`src/rtl/lfsr_pkg.sv`:
```
// rtl/lfsr_pkg.sv - shared types and helpers for the lfsr_gen word generator
//
// Purpose: LFSR mode enum, a width-parametrised single-step function and a
// saturating increment. Both functions work on 32-bit containers with an
// explicit active width, so one function body serves every instance width
// from 2 to 32.
package lfsr_pkg;

    typedef enum logic {
        LFSR_FIB    = 1'b0,
        LFSR_GALOIS = 1'b1
    } lfsr_mode_e;

    localparam int LFSR_MAX_W = 32;

    // All-ones in the low w bits; 1<<32 wraps to 0 in 32 bits, hence the guard.
    function automatic logic [31:0] width_mask(input int w);
        return (w >= LFSR_MAX_W) ? 32'hFFFF_FFFF : ((32'd1 << w) - 32'd1);
    endfunction

    // One LFSR step on the low w bits of s. Bits above w-1 must be zero.
    function automatic logic [31:0] lfsr_step_fn(input logic [31:0] s,
                                                 input logic [31:0] taps,
                                                 input int          w,
                                                 input lfsr_mode_e  mode);
        logic [31:0] m;
        logic [31:0] shl;
        logic        msb;
        m   = width_mask(w);
        shl = (s << 1) & m;
        // m ^ (m >> 1) isolates bit w-1 without a variable-width index.
        msb = |(s & (m ^ (m >> 1)));
        if (mode == LFSR_FIB) begin
            return shl | {31'd0, ^(s & taps & m)};
        end
        return shl ^ (msb ? (taps & m) : 32'd0);
    endfunction

    // v + 1, holding at all-ones of the low w bits.
    function automatic logic [31:0] sat_inc(input logic [31:0] v, input int w);
        return (v == width_mask(w)) ? v : v + 32'd1;
    endfunction

endpackage

```
`src/rtl/lfsr_step.sv`:
```
// rtl/lfsr_step.sv - combinational single LFSR step
//
// Purpose: applies one Fibonacci or Galois step to a W-bit state.
// Ports:
//   state_i  in  W  current state
//   taps_i   in  W  tap mask
//   state_o  out W  state after one step
module lfsr_step
    import lfsr_pkg::*;
#(
    parameter int         W    = 8,
    parameter lfsr_mode_e MODE = LFSR_FIB
) (
    input  logic [W-1:0] state_i,
    input  logic [W-1:0] taps_i,
    output logic [W-1:0] state_o
);

    assign state_o = W'(lfsr_step_fn(32'(state_i), 32'(taps_i), W, MODE));

endmodule

```
`src/rtl/lfsr_gen.sv`:
```
// rtl/lfsr_gen.sv - parametrised LFSR word generator with valid/ready output
//
// Purpose: holds the LFSR state, seed, step counter and period length; emits
// the state as a word stream and advances STEPS steps per accepted word.
// Ports:
//   clk          in  1      clock
//   rst          in  1      asynchronous reset, active-high
//   init         in  1      load init_state (wins over a transfer)
//   init_state   in  W      seed; zero is replaced by DEFAULT_SEED
//   taps         in  W      tap mask, stable while en=1
//   en           in  1      generator enable
//   out_ready    in  1      consumer accepts the current word
//   out_valid    out 1      seeded & en
//   state_o      out W      current word
//   lockup       out 1      pulse: zero state replaced by DEFAULT_SEED
//   period_done  out 1      pulse: state returned to the recorded seed
//   period_len   out CNT_W  transfers in the last completed period
module lfsr_gen
    import lfsr_pkg::*;
#(
    parameter int             W            = 8,
    parameter int             STEPS        = 1,
    parameter bit             GALOIS       = 1'b0,
    parameter logic [W-1:0]   DEFAULT_SEED = W'(1),
    parameter int             CNT_W        = 16
) (
    input  logic             clk,
    input  logic             rst,
    input  logic             init,
    input  logic [W-1:0]     init_state,
    input  logic [W-1:0]     taps,
    input  logic             en,
    input  logic             out_ready,
    output logic             out_valid,
    output logic [W-1:0]     state_o,
    output logic             lockup,
    output logic             period_done,
    output logic [CNT_W-1:0] period_len
);

    localparam lfsr_mode_e MODE = GALOIS ? LFSR_GALOIS : LFSR_FIB;

    logic [W-1:0]     state_q;
    logic [W-1:0]     seed_q;
    logic             seeded_q;
    logic [CNT_W-1:0] cnt_q;
    logic [CNT_W-1:0] period_len_q;
    logic             lockup_q;
    logic             done_q;

    logic [STEPS:0][W-1:0] chain;
    logic [W-1:0]          adv_d;
    logic [CNT_W-1:0]      cnt_inc;
    logic                  xfer;

    // STEPS single-step stages chained so a whole advance settles in one cycle.
    assign chain[0] = state_q;
    for (genvar g = 0; g < STEPS; g++) begin : g_step
        lfsr_step #(
            .W    (W),
            .MODE (MODE)
        ) u_step (
            .state_i (chain[g]),
            .taps_i  (taps),
            .state_o (chain[g+1])
        );
    end
    assign adv_d = chain[STEPS];

    assign cnt_inc   = CNT_W'(sat_inc(32'(cnt_q), CNT_W));
    assign out_valid = seeded_q & en;
    assign xfer      = out_valid & out_ready;

    always_ff @(posedge clk or posedge rst) begin
        if (rst) begin
            state_q      <= DEFAULT_SEED;
            seed_q       <= DEFAULT_SEED;
            seeded_q     <= 1'b0;
            cnt_q        <= '0;
            period_len_q <= '0;
            lockup_q     <= 1'b0;
            done_q       <= 1'b0;
        end else begin
            lockup_q <= 1'b0;
            done_q   <= 1'b0;
            if (init) begin
                seeded_q <= 1'b1;
                cnt_q    <= '0;
                if (init_state == '0) begin
                    state_q  <= DEFAULT_SEED;
                    seed_q   <= DEFAULT_SEED;
                    lockup_q <= 1'b1;
                end else begin
                    state_q <= init_state;
                    seed_q  <= init_state;
                end
            end else if (xfer) begin
                if (adv_d == '0) begin
                    // Lockup recovery takes precedence over a period match.
                    state_q  <= DEFAULT_SEED;
                    seed_q   <= DEFAULT_SEED;
                    cnt_q    <= '0;
                    lockup_q <= 1'b1;
                end else begin
                    state_q <= adv_d;
                    if (adv_d == seed_q) begin
                        done_q       <= 1'b1;
                        period_len_q <= cnt_inc;
                        cnt_q        <= '0;
                    end else begin
                        cnt_q <= cnt_inc;
                    end
                end
            end
        end
    end

    assign state_o     = state_q;
    assign lockup      = lockup_q;
    assign period_done = done_q;
    assign period_len  = period_len_q;

endmodule
```
`config.mk`:
```
export PLATFORM = sky130hd
export DESIGN_NAME = lfsr_gen
export DESIGN_NICKNAME = d
export VERILOG_FILES = /design/src/rtl/lfsr_pkg.sv /design/src/rtl/lfsr_step.sv /design/src/rtl/lfsr_gen.sv
export SDC_FILE = /design/constraint.sdc
export NUM_CORES = 1
export LEC_CHECK = 0
export BUFFER_PORTS_ARGS = -buffer_cell sky130_fd_sc_hd__buf_4
export CORE_MARGIN = 1
export CORE_UTILIZATION = 50
export DETAILED_ROUTE_END_ITERATION = 8
export GPL_TIMING_DRIVEN = 0
export PLACE_DENSITY = 0.83
export SLEW_MARGIN = 5
export SYNTH_ARGS = -nofsm -noshare
export SYNTH_HDL_FRONTEND = slang
export SYNTH_SLANG_ARGS = --single-unit
```
`constraint.sdc`:
```
create_clock -name clk -period 3.6 [get_ports clk]
set_input_delay 0.36 -clock clk [delete_from_list [all_inputs] [get_ports clk]]
set_output_delay 0.36 -clock clk [all_outputs]
set_load 0.05 [all_outputs]
```
**Word-level counts from Yosys, hierarchy flattened**

Cells that the tools add are included.

- Logic and storage cells: 43
- Output and inout port bits: 27
- Register bits: 51

- Equal/unequal tests: 2
- Add/sub/neg operators: 1
- Bitwise logic cells: 6
- Muxes and demuxes: 20
- Reduce and logical (&&, ||, !) cells: 7

Operator list:

| operator | number |
|---|---|
| $mux 16 | 5 |
| $mux 8 | 7 |
| $reduce_xor 32->1 | 1 |
| $add 16x1->16 const B | 1 |
| $eq 16x16->1 const B | 1 |
| $logic_not 8->1 | 2 |
| $and 8x8->8 | 1 |
| $eq 8x8->1 | 1 |
| $mux 1 | 8 |
| $or 8x1->8 | 1 |
| $reduce_and 4->1 | 1 |
| $reduce_bool 2->1 | 2 |
| $and 1x1->1 | 2 |
| $not 1->1 | 2 |
| $reduce_and 2->1 | 1 |

**Longest topological paths before layout**

- Word-level depth: 8
- Mapped depth: 8
- Mapped depth without buffers: 7

**Hierarchy**

A second synthesis with hierarchy kept.

- Cells, all modules: 303
- Area total of the unflattened synthesis: 2,869.0 um^2

By module, submodules not included:

| module | seq. area each (um^2) | instances | area an instance (um^2) | cells each |
|---|---|---|---|---|
| lfsr_gen | 1,278.7 | 1 | 2,725.1 | 281 |
| lfsr_step | 0.0 | 1 | 143.9 | 22 |

**Least setup slack after synthesis**

Ideal clock, no wire load.

- Kind: register to register
- Start point: reg state_q[5] (netlist: state_o[5])
- End point: reg cnt_q[6]
- Data required time: 3.505 ns
- Clock period less this slack: 2.527 ns
- Data arrival time: 2.432 ns
- Buffers on the path: 1
- Setup time: 0.095 ns
- Path slack: 1.073 ns
- Cell stages (with the launch flop): 9
- Cell sequence: dfrtp_1 nand2_1 xor2_1 xnor2_2 xnor3_1 a221oi_4 buf_6 nand2_4 o31ai_1

- Word-level cells in the longest chain between the ends: 8
- Elaborated cells between the ends (all ways): 9
- Classes of those cells: eq/ne (1); mux (4); bitwise (2); reduce/logical (2)

RTL lines:

| what | line | text |
|---|---|---|
| start, declared | lfsr_gen.sv:43 | `logic [W-1:0] state_q;` |
| start signal, assigned | lfsr_gen.sv:94 | `state_q <= init_state;` |
| start signal, assigned | lfsr_gen.sv:105 | `state_q <= adv_d;` |
| $and 8x8->8 | lfsr_pkg.sv:34 | `return shl \| {31'd0, ^(s & taps & m)};` |
| $reduce_xor 32->1 | lfsr_pkg.sv:34 |  |
| $or 8x1->8 (*) | lfsr_pkg.sv:34 |  |
| $eq 8x8->1 | lfsr_gen.sv:106 | `if (adv_d == seed_q) begin` |
| $mux 16 | lfsr_gen.sv:106 |  |
| $mux 16 (*) | lfsr_gen.sv:98 | `if (adv_d == '0) begin` |
| $mux 16 (*) | lfsr_gen.sv:97 | `end else if (xfer) begin` |
| $mux 16 (*) | lfsr_gen.sv:86 | `if (init) begin` |
| end signal, assigned | lfsr_gen.sv:111 | `cnt_q <= cnt_inc;` |
| end, declared | lfsr_gen.sv:46 | `logic [CNT_W-1:0] cnt_q;` |

Every way passes the cells marked *; elsewhere a longest branch is shown, timed or not. The select of a mux whose other input is x is not followed.
A chain may end at the register's enable or synchronous reset.

**Final worst setup path**

- Start point: reg state_q[0] (netlist: state_o[0])
- End point: reg period_len_q[15] (netlist: period_len[15])

- Word-level cells in the longest chain between the ends: 6
- Elaborated cells between the ends (all ways): 7
- Classes of those cells: eq/ne (1); bitwise (3); reduce/logical (3)

RTL lines:

| what | line | text |
|---|---|---|
| $and 8x8->8 | lfsr_pkg.sv:34 |  |
| $reduce_xor 32->1 | lfsr_pkg.sv:34 |  |
| $or 8x1->8 (*) | lfsr_pkg.sv:34 |  |
| $logic_not 8->1 | lfsr_gen.sv:98 |  |
| $not 1->1 (no source line) | n/a |  |
| $reduce_and 4->1 (no source line) (*) | n/a |  |
| end signal, assigned | lfsr_gen.sv:108 | `period_len_q <= cnt_inc;` |
| end, declared | lfsr_gen.sv:47 | `logic [CNT_W-1:0] period_len_q;` |

Every way passes the cells marked *; elsewhere a longest branch is shown, timed or not.

==> results.cfg <==
[run_status]
outcome = finished clean

[clocking]
insertion_delay_ns = 0.31
clock_pin_slew_on_the_worst_setup_and_hold_paths_ns = 0.09
cts-resized-gates = 0
tritoncts = yes
clkSinkCount = 51
cts-buffers-inserted = 5
post_cts_buffers = 0
clk_root_buffer_cell = clkbuf_8
holdBufCountCts = 0
clk_path_buf_depth = 2
htreeDepth = 2

[logic_synthesis]
yosysMostFrequentCell = nand2_1
post_synth_num_cell_types = 41
syn_inst = 296
yosys-top-cells-count = nand2_1, dfrtp_1, o21ai_0, nor2_1, nand3_1
synth-async-reset-ratio_pct = 100.0
post_synth.cell_area_avg_um2 = 9.198
synth-edff-count = 0
synth_top_cells_by_area = dfrtp_1, nand2_1, o21ai_0, xor2_1, mux2i_1
synth-seq-cells = 51
synth-warning-count = 0
netlist_area_um2 = 2723
synth-main-ff-cell = dfrtp_1
synth_nets = 318
yosysTopAreaCellShare_pct = 45.04
synth_largest_area_cell = dfrtp_1
synth_seq_area_share_pct = 46.97

[run]
drv_cap = 0

[grt]
grt_pass1_vias = 2268
globalRouteTotalUtil_pct = 23.99
global_route.overflow_total = 0
pin_count_of_the_biggest_net_entering_global_routing = 34
grt_pass1_wl_um = 10210
grt_antenna_before_repair = 0

[routing]
via_count = 2324
drt-vias-per-instance = 5.507
first_iter_violations = 144
drt_wl_total_um = 5972
dr.pass1.iters = 4
postRouteAntennaNets = 0
post_drt_wl_per_cell_um = 14.15
route.detailed.drc = 0

[setup_path]
critical_path.max_stage_delay_ns = 0.60
most_frequent_cell_on_the_critical_path = xnor2_1
timing.rr.start = state_o[0]
crit_arrival_ns = 2.88
worst_ep_required_time_ns = 3.80
critical_path.max_fanout = 10
timing.reg2reg.setup_slack_ns = 0.92
crit_chain = nand2_1 > xnor2_1 > xnor2_2 > xnor2_1 > nor2_1 > o211ai_1 > buf_2 > o21ai_0
worstSetupStartpointType = flop
critical_path_buf_inv_count = 1
worstSetupPathType = reg -> reg
end_kind = flop
worstSetupStartpoint = state_o[0]
cell_type_group_with_the_largest_total_delay_on_the_critical_path = XOR/XNOR gates
crit_path_top_delay_cell = dfstp_2

[timing]
hold_viol_final = 0
finalMaxSlewViolations = 0
hold-worst-slack_ns = 0.03649
final_min_period_over_clock_period_pct = 74.52
fmax_mhz = 372.8
clock_skew_ns = 0.009190
rsz0062_at_grt = false
tightestPinTransition_ns = 0.8794
worst_slew_margin_pct = 40.83
finalWorstSetupSlack_ns = 0.9174
setup_viol = 0
min_period_ns = 2.683
totalNegativeSetupSlack_ns = 0

[place]
hpwl_um = 4408
io_buffer_count = 47
place.gp.congestion = 0.9062
pre_cts_slack_ns = 0.8418
post-place-cells = 414

[die]
placement_rows = 26
dieHeight_um = 75.79
die_width_um = 75.79
num_io_pins = 48
design.core.area_um2 = 5172
initial_utilization_pct = 52.64
die_area_um2 = 5744

[power_and_ir_drop]
peak_supply_drop_mv = 0.2585
leakage_nw = 1.507
power-per-cell-area_nw_per_um2 = 398.3

[final_layout]
layout.cells.non_filler = 422
finalCoreUtilization_pct = 63.81
finalNetCount = 373
share_of_cells_above_drive_strength_1_pct = 20.17
area_delta_synth_final_pct = 21.23
antenna_cells = 0

[min_path]
worst_hold_path_type = in -> async
[metrics by stage]
stage,total power [mW],area (um^2)
after global routing,1.373,3301
final,1.315,3301
after detailed placement,0.9084,3183
after global placement,0.8981,3163
after CTS,1.323,3301
after floorplan,0.8270,2723
[worst paths after layout]
| kind | end | depth (start not counted) |
|---|---|---|
| hold / removal | period_len[0] | 2 |
| setup reg to reg | period_len[15] | 8 |
| min in group clk | seed_q[6] | 3 |
| max in group asynchronous | state_o[0] | 3 |
| setup / recovery | period_len[15] | 8 |
| hold reg to reg | period_len[4] | 2 |
[layout by cell type, fill, tap and decap left out, drive strengths merged, types with 2 or more instances in the layout]
cell,netlist,layout
dfrtp,49,49
xor2,13,13
a21oi,9,9
nor4,5,5
nand3,14,14
mux2i,10,10
nand2,60,60
xnor2,12,12
nand2b,2,2
a21o,4,4
and3,4,4
nor2,22,22
inv,4,4
or2,3,3
o31ai,2,2
nand3b,2,2
a31oi,7,7
nand4,5,5
clkbuf,6,12
dfstp,2,2
nor3,5,5
a22o,4,4
buf,4,52
o211ai,3,3
and2,5,5
o21ai,29,29
and4,2,2
[flip-flops by register name (all words and copies together), names as in the netlist]
name and flops:
cnt_q 16, period_len 16, seed_q 8, state_o 8, lockup 1, period_done 1, seeded_q 1
[logic make-up after synthesis]
family                     count (synthesis)  share of synthesized area [%]
muxes                                     11                          4.090
DFF                                       51                          46.97
adders and majority gates                  1                         0.4595
AOI/OAI and AO/OA                         61                          14.02
and+or+nand+nor                          132                          22.79
buffers and inverters                     14                          2.527
xor gates and xnor gates                  26                          9.145
[report_power, final]
part / switching [mW] / total (mW) / internal [mW] / leakage (nW)
clock network: 0.193 / 0.418 / 0.225 / 0.0612
logic: 0.165 / 0.270 / 0.106 / 0.773
registers: 0.0282 / 0.626 / 0.598 / 0.673
total: 0.386 / 1.31 / 0.929 / 1.51
[cell type report]
| class | count | area (um^2) |
|---|---|---|
| well taps | 70 | 87.58 |
| inverters | 4 | 15.01 |
| flip-flops and latches | 51 | 1279 |
| fillers | 442 | 1872 |
| plain buffers | 10 | 53.80 |
| clock inverters | 2 | 35.03 |
| clock buffers | 6 | 82.58 |
| repair buffers | 48 | 372.9 |
| multi-input cells | 231 | 1375 |
[layer usage]
layer / wire length, um / track usage (%) / vias to the layer above
met5: 0 / 0 / -
met4: 112 / 8.848 / 0
met3: 271 / 4.894 / 10
met2: 3011 / 43.07 / 67
met1: 2577 / 28.23 / 1106
li1: - / - / 1141
(Power assumes the default switching activity.)
